<file path="src/rtl/bbq_queue_monitor_if.sv">
// Signal bundle for the BBQ queue monitor: button/teller inputs and the
// flag and 7-segment outputs. The design uses the slave view, the
// environment that presses buttons uses the master view.
interface bbq_queue_monitor_if;
  logic       Up;
  logic       Down;
  logic [1:0] Tcount;
  logic       Empty_Flag;
  logic       Full_Flag;
  logic       Alarm_Flag;
  logic [6:0] led0_Pcount;
  logic [6:0] led1_Pcount;
  logic [6:0] led0_Wtime;
  logic [6:0] led1_Wtime;

  modport master (
    output Up, Down, Tcount,
    input  Empty_Flag, Full_Flag, Alarm_Flag,
    input  led0_Pcount, led1_Pcount, led0_Wtime, led1_Wtime
  );

  modport slave (
    input  Up, Down, Tcount,
    output Empty_Flag, Full_Flag, Alarm_Flag,
    output led0_Pcount, led1_Pcount, led0_Wtime, led1_Wtime
  );
endinterface

</file>
<file path="src/rtl/bbq_queue_monitor.sv">
// Queue-occupancy and wait-time monitor for one service line.
// A saturating 3-bit person counter follows Up/Down requests, raises
// empty/full flags and a one-cycle alarm on rejected requests, and the
// estimated wait time is looked up from {Tcount, Pcount}. Both values are
// shown on two 7-segment digits each (active-high, bit0=a .. bit6=g).
//
// Optional feature: define BBQ_EDGE_DETECT_EN to make Up/Down act on rising
// edges only (one step per press). Without it requests are level-sensitive.
module bbq_queue_monitor #(
  parameter int unsigned SVC_TIME = 3  // minutes per customer per teller, 1..4
) (
  input  logic           CLK,
  input  logic           reset,
  bbq_queue_monitor_if.slave bus
);

  logic [2:0] pcount;
  logic       alarm;
  logic       up_req;
  logic       down_req;

`ifdef BBQ_EDGE_DETECT_EN
  logic up_q;
  logic down_q;

  // Remember last cycle's button levels so a held button requests only once.
  // NOTE: sequential state uses non-blocking assignments so every register
  // samples the pre-edge values regardless of statement order.
  always_ff @(posedge CLK) begin
    if (reset) begin
      up_q   <= 1'b0;
      down_q <= 1'b0;
    end else begin
      up_q   <= bus.Up;
      down_q <= bus.Down;
    end
  end

  assign up_req   = bus.Up   & ~up_q;
  assign down_req = bus.Down & ~down_q;
`else
  assign up_req   = bus.Up;
  assign down_req = bus.Down;
`endif

  // Saturating person counter; alarm flags a request that hit a limit.
  always_ff @(posedge CLK) begin
    if (reset) begin
      pcount <= 3'd0;
      alarm  <= 1'b0;
    end else begin
      alarm <= 1'b0;
      if (up_req && !down_req) begin
        if (pcount != 3'd7) pcount <= pcount + 3'd1;
        else                alarm  <= 1'b1;
      end else if (down_req && !up_req) begin
        if (pcount != 3'd0) pcount <= pcount - 3'd1;
        else                alarm  <= 1'b1;
      end
    end
  end

  assign bus.Empty_Flag = (pcount == 3'd0);
  assign bus.Full_Flag  = (pcount == 3'd7);
  assign bus.Alarm_Flag = alarm;

  // Wait time = floor(SVC_TIME*(P+T-1)/T), zero with no customers or tellers.
  // Kept 8 bits wide; legal SVC_TIME keeps the value below 32.
  logic [7:0] num;
  logic [7:0] wtime;

  always_comb begin
    // NOTE: every output of a combinational block gets a default first so no
    // path leaves it unassigned, which would infer a latch.
    num   = 8'(SVC_TIME) * (8'(pcount) + 8'(bus.Tcount) - 8'd1);
    wtime = 8'd0;
    if (pcount != 3'd0) begin
      case (bus.Tcount)
        2'd1:    wtime = num;
        2'd2:    wtime = num >> 1;
        2'd3:    wtime = num / 8'd3;
        default: wtime = 8'd0;
      endcase
    end
  end

  function automatic logic [6:0] seg7(input logic [7:0] digit);
    case (digit)
      8'd0:    seg7 = 7'h3F;
      8'd1:    seg7 = 7'h06;
      8'd2:    seg7 = 7'h5B;
      8'd3:    seg7 = 7'h4F;
      8'd4:    seg7 = 7'h66;
      8'd5:    seg7 = 7'h6D;
      8'd6:    seg7 = 7'h7D;
      8'd7:    seg7 = 7'h07;
      8'd8:    seg7 = 7'h7F;
      8'd9:    seg7 = 7'h6F;
      default: seg7 = 7'h00;
    endcase
  endfunction

  logic [7:0] pval;

  // Split both values into tens/units and encode each digit.
  always_comb begin
    pval            = {5'd0, pcount};
    bus.led0_Pcount = seg7(pval % 8'd10);
    bus.led1_Pcount = seg7(pval / 8'd10);
    bus.led0_Wtime  = seg7(wtime % 8'd10);
    bus.led1_Wtime  = seg7(wtime / 8'd10);
  end

endmodule

</file>
<file path="src/flat_wrapper.sv">
// flat-port wrapper written by rule: the top's interface ports become plain ports
module bbq_queue_monitor_flat 
#(
  parameter int unsigned SVC_TIME = 3                                          
)
  (CLK, reset, bus_Up, bus_Down, bus_Tcount, bus_Empty_Flag, bus_Full_Flag, bus_Alarm_Flag, bus_led0_Pcount, bus_led1_Pcount, bus_led0_Wtime, bus_led1_Wtime);
  bbq_queue_monitor_if bus_i ();
  input  logic CLK;
  input  logic reset;
  input wire logic [$bits(bus_i.Up)-1:0] bus_Up;
  input wire logic [$bits(bus_i.Down)-1:0] bus_Down;
  input wire logic [$bits(bus_i.Tcount)-1:0] bus_Tcount;
  output wire logic [$bits(bus_i.Empty_Flag)-1:0] bus_Empty_Flag;
  output wire logic [$bits(bus_i.Full_Flag)-1:0] bus_Full_Flag;
  output wire logic [$bits(bus_i.Alarm_Flag)-1:0] bus_Alarm_Flag;
  output wire logic [$bits(bus_i.led0_Pcount)-1:0] bus_led0_Pcount;
  output wire logic [$bits(bus_i.led1_Pcount)-1:0] bus_led1_Pcount;
  output wire logic [$bits(bus_i.led0_Wtime)-1:0] bus_led0_Wtime;
  output wire logic [$bits(bus_i.led1_Wtime)-1:0] bus_led1_Wtime;
  assign bus_i.Up = bus_Up;
  assign bus_i.Down = bus_Down;
  assign bus_i.Tcount = bus_Tcount;
  assign bus_Empty_Flag = bus_i.Empty_Flag;
  assign bus_Full_Flag = bus_i.Full_Flag;
  assign bus_Alarm_Flag = bus_i.Alarm_Flag;
  assign bus_led0_Pcount = bus_i.led0_Pcount;
  assign bus_led1_Pcount = bus_i.led1_Pcount;
  assign bus_led0_Wtime = bus_i.led0_Wtime;
  assign bus_led1_Wtime = bus_i.led1_Wtime;
  bbq_queue_monitor #(.SVC_TIME(SVC_TIME)) u_core (.CLK(CLK), .reset(reset), .bus(bus_i));
endmodule
</file>
<file path="config.mk">
export PLATFORM = sky130hd
export DESIGN_NAME = bbq_queue_monitor_flat
export DESIGN_NICKNAME = d
export VERILOG_FILES = /design/src/rtl/bbq_queue_monitor_if.sv /design/src/rtl/bbq_queue_monitor.sv /design/src/flat_wrapper.sv
export SDC_FILE = /design/constraint.sdc
export NUM_CORES = 1
export LEC_CHECK = 0
export BUFFER_PORTS_ARGS = -buffer_cell sky130_fd_sc_hd__clkbuf_2
export CAP_MARGIN = 5
export CORE_MARGIN = 2
export CORE_UTILIZATION = 39
export CTS_CLUSTER_SIZE = 12
export DETAILED_ROUTE_END_ITERATION = 8
export PLACE_DENSITY = 0.65
export SLEW_MARGIN = 20
export SYNTH_ARGS = -nofsm -noshare
export SYNTH_HDL_FRONTEND = slang
export SYNTH_SLANG_ARGS = --single-unit
</file>
<file path="constraint.sdc">
create_clock -name CLK -period 16.1 [get_ports CLK]
set_input_delay 0 -clock CLK [delete_from_list [all_inputs] [get_ports CLK]]
set_output_delay 0 -clock CLK [all_outputs]
set_load 0.05 [all_outputs]
</file>
* After elaboration in Yosys (flattened, before gate mapping)
Memories as Yosys holds them, arrays and structs flattened.
Index checks and enable logic that the tools add are counted.
** Operators by class
- Add/subtract/negate cells :: 4
- Multipliers :: 1
- Div/mod/pow operators :: 5
- Equal/unequal tests :: 6
- Multiplexer cells :: 14
- Reductions and logical operators :: 13
** Operator list (count)
- two-way mux 7 bit :: 4
- one-hot mux 8 bit (3 select lines) :: 1
- logical NOT 4 bit :: 4
- two-way mux 3 bit :: 4
- divider 3 x 4 -> 8 bit, second input constant :: 1
- divider 8 x 2 -> 8 bit, second input constant :: 1
- divider 8 x 4 -> 8 bit, second input constant :: 1
- modulo 3 x 4 -> 8 bit, second input constant :: 1
- modulo 8 x 4 -> 8 bit, second input constant :: 1
- multiplier 2 x 8 -> 8 bit, first input constant :: 1
- two-way mux 8 bit :: 1
- subtractor 8 x 1 -> 8 bit, second input constant :: 1
- adder 3 x 2 -> 4 bit :: 1
- equality test 2 bit, second input constant :: 2
- two-way mux 1 bit :: 4
- nonzero test 2 bit :: 2
- adder 3 x 1 -> 3 bit, second input constant :: 1
- equality test 3 bit, second input constant :: 1
- logical NOT 3 bit :: 1
- != test 3 bit, second input constant :: 1
- AND reduction 3 bit :: 1
- nonzero test 3 bit :: 1
- subtractor 3 x 1 -> 3 bit, second input constant :: 1
- equality test 2 x 1 -> 1 bit, second input constant :: 1
- other kinds (3) :: 5
** Storage, ports and cells
- Register bits :: 4
- Bits in read-only memories :: 448
- Output and inout port bits :: 31
- Logic and storage cells :: 49
- Memories kept :: 4
** Memory list
- (no name shown) :: depth 16, width 7, rd ports 1, clocked after Yosys merged registers in 0, wr ports 0, line bbq_queue_monitor.sv:88 : case (digit)
- (no name shown) :: depth 16, width 7, rd ports 1, clocked after Yosys merged registers in 0, wr ports 0, line bbq_queue_monitor.sv:88
- (no name shown) :: depth 16, width 7, rd ports 1, clocked after Yosys merged registers in 0, wr ports 0, line bbq_queue_monitor.sv:88
- (no name shown) :: depth 16, width 7, rd ports 1, clocked after Yosys merged registers in 0, wr ports 0, line bbq_queue_monitor.sv:88

* Logic depth before layout (Yosys ltp)
- Depth after elaboration :: 9
- Depth in mapped cells :: 31
- Depth with buffers taken out :: 30

* Worst setup path after synthesis
OpenSTA, ideal clock, no wires.
- Kind :: flip-flop to output port
- From :: register u_core.pcount[0]
- To :: output port bus_led0_Wtime[3]
- Arrival :: 7562 ps
- Required time :: 16100 ps
- Path slack :: 8538 ps
- Cell stages (with the launch flop) :: 27
- Path through :: dfxtp_1 ha_1 fa_1 inv_1 ha_1 xnor2_1 ha_1 buf_6 a211o_1 a21oi_4 xor3_2 buf_6 a221oi_4 inv_2 ha_1 a221oi_1 a21oi_2 maj3_2 o21a_1 a31o_1 a211oi_4 nor2b_4 mux2_4 a211o_1 ha_1 mux2_1 a21oi_1
** On the way
- Word-level cells in the longest chain between the ends :: 9
- Elaborated cells between the ends (all ways) :: 11
** Ends and longest elaborated chain
- from (decl) :: line bbq_queue_monitor.sv:17 : logic [2:0] pcount;
- from (signal assigned) :: line bbq_queue_monitor.sv:54 : if (pcount != 3'd7) pcount <= pcount + 3'd1;
- from (signal assigned) :: line bbq_queue_monitor.sv:57 : if (pcount != 3'd0) pcount <= pcount - 3'd1;
- adder 3 x 2 -> 4 bit :: line bbq_queue_monitor.sv:75 : num = 8'(SVC_TIME) * (8'(pcount) + 8'(bus.Tcount) - 8'd1);
- subtractor 8 x 1 -> 8 bit :: line bbq_queue_monitor.sv:75
- multiplier 2 x 8 -> 8 bit :: line bbq_queue_monitor.sv:75
- divider 8 x 2 -> 8 bit :: line bbq_queue_monitor.sv:81 : 2'd3: wtime = num / 8'd3;
- one-hot mux 8 bit (3 select lines) :: line bbq_queue_monitor.sv:78 : case (bus.Tcount)
- two-way mux 8 bit * :: line bbq_queue_monitor.sv:77 : if (pcount != 3'd0) begin
- modulo 8 x 4 -> 8 bit * :: line bbq_queue_monitor.sv:110 : bus.led0_Wtime = seg7(wtime % 8'd10);
- memory read (16 x 7 bit) or logical NOT 4 bit (tied branches)
- two-way mux 7 bit * :: line bbq_queue_monitor.sv:88
- to (decl) :: line flat_wrapper.sv:18 : output wire logic [$bits(bus_i.led0_Wtime)-1:0] bus_led0_Wtime;
Mark *: on every way between the ends. The rest lies on a longest branch, timed or not.

* Worst setup path in the final report
Ends and elaborated chain as after synthesis.

==> summary.md <==
| Metric | Value |
|---|---|
| Status | `completed` |
| Port bufs | `29` |
| Leading post-synthesis cells by cell area | `ha_1, nand2_1, a21oi_1` |
| Crit-path max cell delay | `around 690 ps` |
| Setup crit end kind | `primary output` |
| Cts repair resizes | `0` |
| Finish-stage setup viols | `0` |
| Reg clk slew, reported paths | `30 ps` |
| RR Startpoint | `u_core.pcount[1]` |
| Crit path kind | `reg2out` |
| Synth Flop Type | `dfxtp_1` |
| # IOs | `37` |
| Min Tclk post-route | `8730 ps` |
| Post-CTS setup buffer count | `0` |
| Number of global-route vias before repair | `3405` |
| R2r worst-path depth | `7` |
| Most common cell after layout, fill and taps aside | `nand2_1` |
| Initial Util | `39.7%` |
| Nets | `522` |
| All-Layer GR Usage | `19.1%` |
| Post-synth EDFFs | `0` |
| Crit share post-route | `54.2%` |
| Worst Setup Start Kind | `flop` |
| Routability Congestion | `0.874` |
| Post-route cell area | `3580 µm²` |
| Most frequent cells in the layout | `nand2_1, nor2_1, a21oi_1` |
| Maximum Capacitance Violations | `0` |
| Vias per cell | `a little over 6` |
| Clock H-tree levels | `1` |
| Final Max Tran Viols | `0` |
| DIE WIDTH | `slightly below 100 µm` |
| Syn. warnings | `0` |
| Crit path max fanout | `12` |
| Mapped Cells | `476` |
| Antenna violations before repair | `0` |
| Hold_sp | `reset` |
| Normalized max-slew margin | `45.6%` |
| Hold EP | `u_core.pcount[2]` |
| CTS tree | `built` |
| Worst hold-check path type | `in2reg` |
| RSZ-0062 raised after global routing | `false` |
| Die area | `9550 µm²` |
| Detail Route Antenna Nets | `0` |
| Num CTS Buffers | `3` |
| Post-synth ARST share | `0%` |
| Slowest stage cell, crit path | `fa_1` |
| Met3 wire length | `347 µm` |
| HPWL after detailed placement | `7180 µm` |
| Routed WL | `slightly above 9000 µm` |
| Rows | `34` |
| Worst Max-Slew Pin Slew | `810 ps` |
| Skew final | `0.861 ps` |
| Critical Path AT | `between 8000 and 9000 ps` |
| Critical Path RT | `between 15000 and 20000 ps` |
| DRC Markers | `0` |
| Seq cells post-synth | `4` |
| Synth-to-Final Area Change | `4.53%` |
| # diodes | `0` |
| Hold depth | `2` |
| Metal-1 WL | `4470 µm` |
| Hold Vio Cnt, Final | `0` |
| Instance area after placement | `3540 µm²` |
| Die outline height | `between 90 and 100 µm` |
| Post-synth top area cell | `ha_1` |
| Share of layout cells above drive strength 1 | `17.4%` |
| Mapped Area | `between 3000 and 4000 µm²` |
| Worst Slack Setup Final | `around 7400 ps` |
| CP dominant cell by count | `ha_1` |
| Root buf cell | `clkbuf_8` |
| Met2 wire len | `4420 µm` |
| Initial DRC Count | `between 200 and 300` |
| Highest routed layer | `met4` |
| Register-to-register setup slack | `13700 ps` |
| Syn_area_per_cell | `7.20 µm²` |
| CTS Hold Buffers Added | `0` |
| Filler cell count | `903` |
| Yosys cell types | `104` |
| Core area | `~8600 µm²` |
| Remaining Overflow, GRT | `0` |
| Fmax | `115 MHz` |
| Reg2reg end | `u_core.bus.Alarm_Flag` |
| Post-Place Worst Slack | `approximately 7700 ps` |
| DR WL/cell | `around 16 µm` |
| Sink Count | `4` |
| Largest net degree at the start of global routing | `22` |
| Post-synth top area share | `10.6%` |
| Global-route wire length before repair | `16100 µm` |
| Drt first pass iters | `5` |
| Clk buf depth | `2` |
| Clk_lat worst skew | `220 ps` |
| Sequential share of the synthesized area | `2.34%` |
| Total negative slack | `0 ps` |
| Vias post-DR | `3658` |
critical path, delay by kind of cell, from the launching register on:
family	cells	cell delay, ps
mux	1	290
simple gates	3	540
compound gates	12	3910
buf+inv	3	550
flops	1	370
xor+xnor	1	380
fa+ha+maj	7	2440
worst max path at each step:
stage / from / end / slack, ps / cells after the start
after global placement: u_core.pcount[0] / bus_led0_Wtime[3] / 7970 / 26
after CTS: u_core.pcount[0] / bus_led0_Wtime[3] / 7430 / 27
after floorplan: u_core.pcount[0] / bus_led0_Wtime[3] / 8540 / 26
after detailed placement: u_core.pcount[0] / bus_led0_Wtime[3] / 7660 / 27
final: u_core.pcount[0] / bus_led0_Wtime[3] / 7370 / 27
after global routing: u_core.pcount[0] / bus_led0_Wtime[3] / 6670 / 28
layout make-up:
| cell class | instances | area [µm²] | area share [%] |
|---|---|---|---|
| multi-input combinational | 428 | 3110 | 86.8 |
| tap | 108 | 135 | 3.77 |
| timing repair buffer | 30 | 153 | 4.26 |
| inverter | 17 | 63.8 | 1.78 |
| sequential | 4 | 80.1 | 2.24 |
| clock buffer | 3 | 41.3 | 1.15 |
per-stage QoR:
step,hold slack [ps],cells,utilization [%]
floorplan,72.4,481,-
global placement,230,587,41.0
CTS,19.9,590,41.5
finish,13.2,590,41.5
detailed placement,243,587,41.0
global route,28.8,590,41.5
Yosys cell counts, types with 9 or more instances:
cell      count
buf_4         9
ha_1         29
o21ai_0      33
o21ai_1       9
nand2_1      53
xnor2_1      11
clkbuf_1     11
nor3_1       10
nor2_1       41
inv_1        14
nand3_1      18
a31oi_1       9
a21oi_1      35
cells by family (layout without fill, tap and decap cells):
logic type,after synthesis,after routing,synth area share [%]
DFF,4,4,2.34
AOI/OAI and AO/OA,187,187,43.0
xor gates and xnor gates,17,17,5.70
and+or+nand+nor,176,176,25.9
buffers and inverters,49,50,7.48
muxes,7,7,2.34
other,2,7,0.219
adders and majority gates,34,34,13.0
state kept, by name, summed over array words and instances, names as in the netlist:
| name | count |
|---|---|
| u_core.pcount | 3 |
| u_core.bus.Alarm_Flag | 1 |
routing by layer:
layer / up-vias / global-route usage [%]
met5: - / 0
met4: 0 / 4.38
met3: 10 / 1.22
met2: 94 / 32.1
met1: 1744 / 27.0
li1: 1810 / -
Power is left out: the tool's default activity adds up to more than one toggle a clock period on the data nets, which glitch-free logic cannot reach.
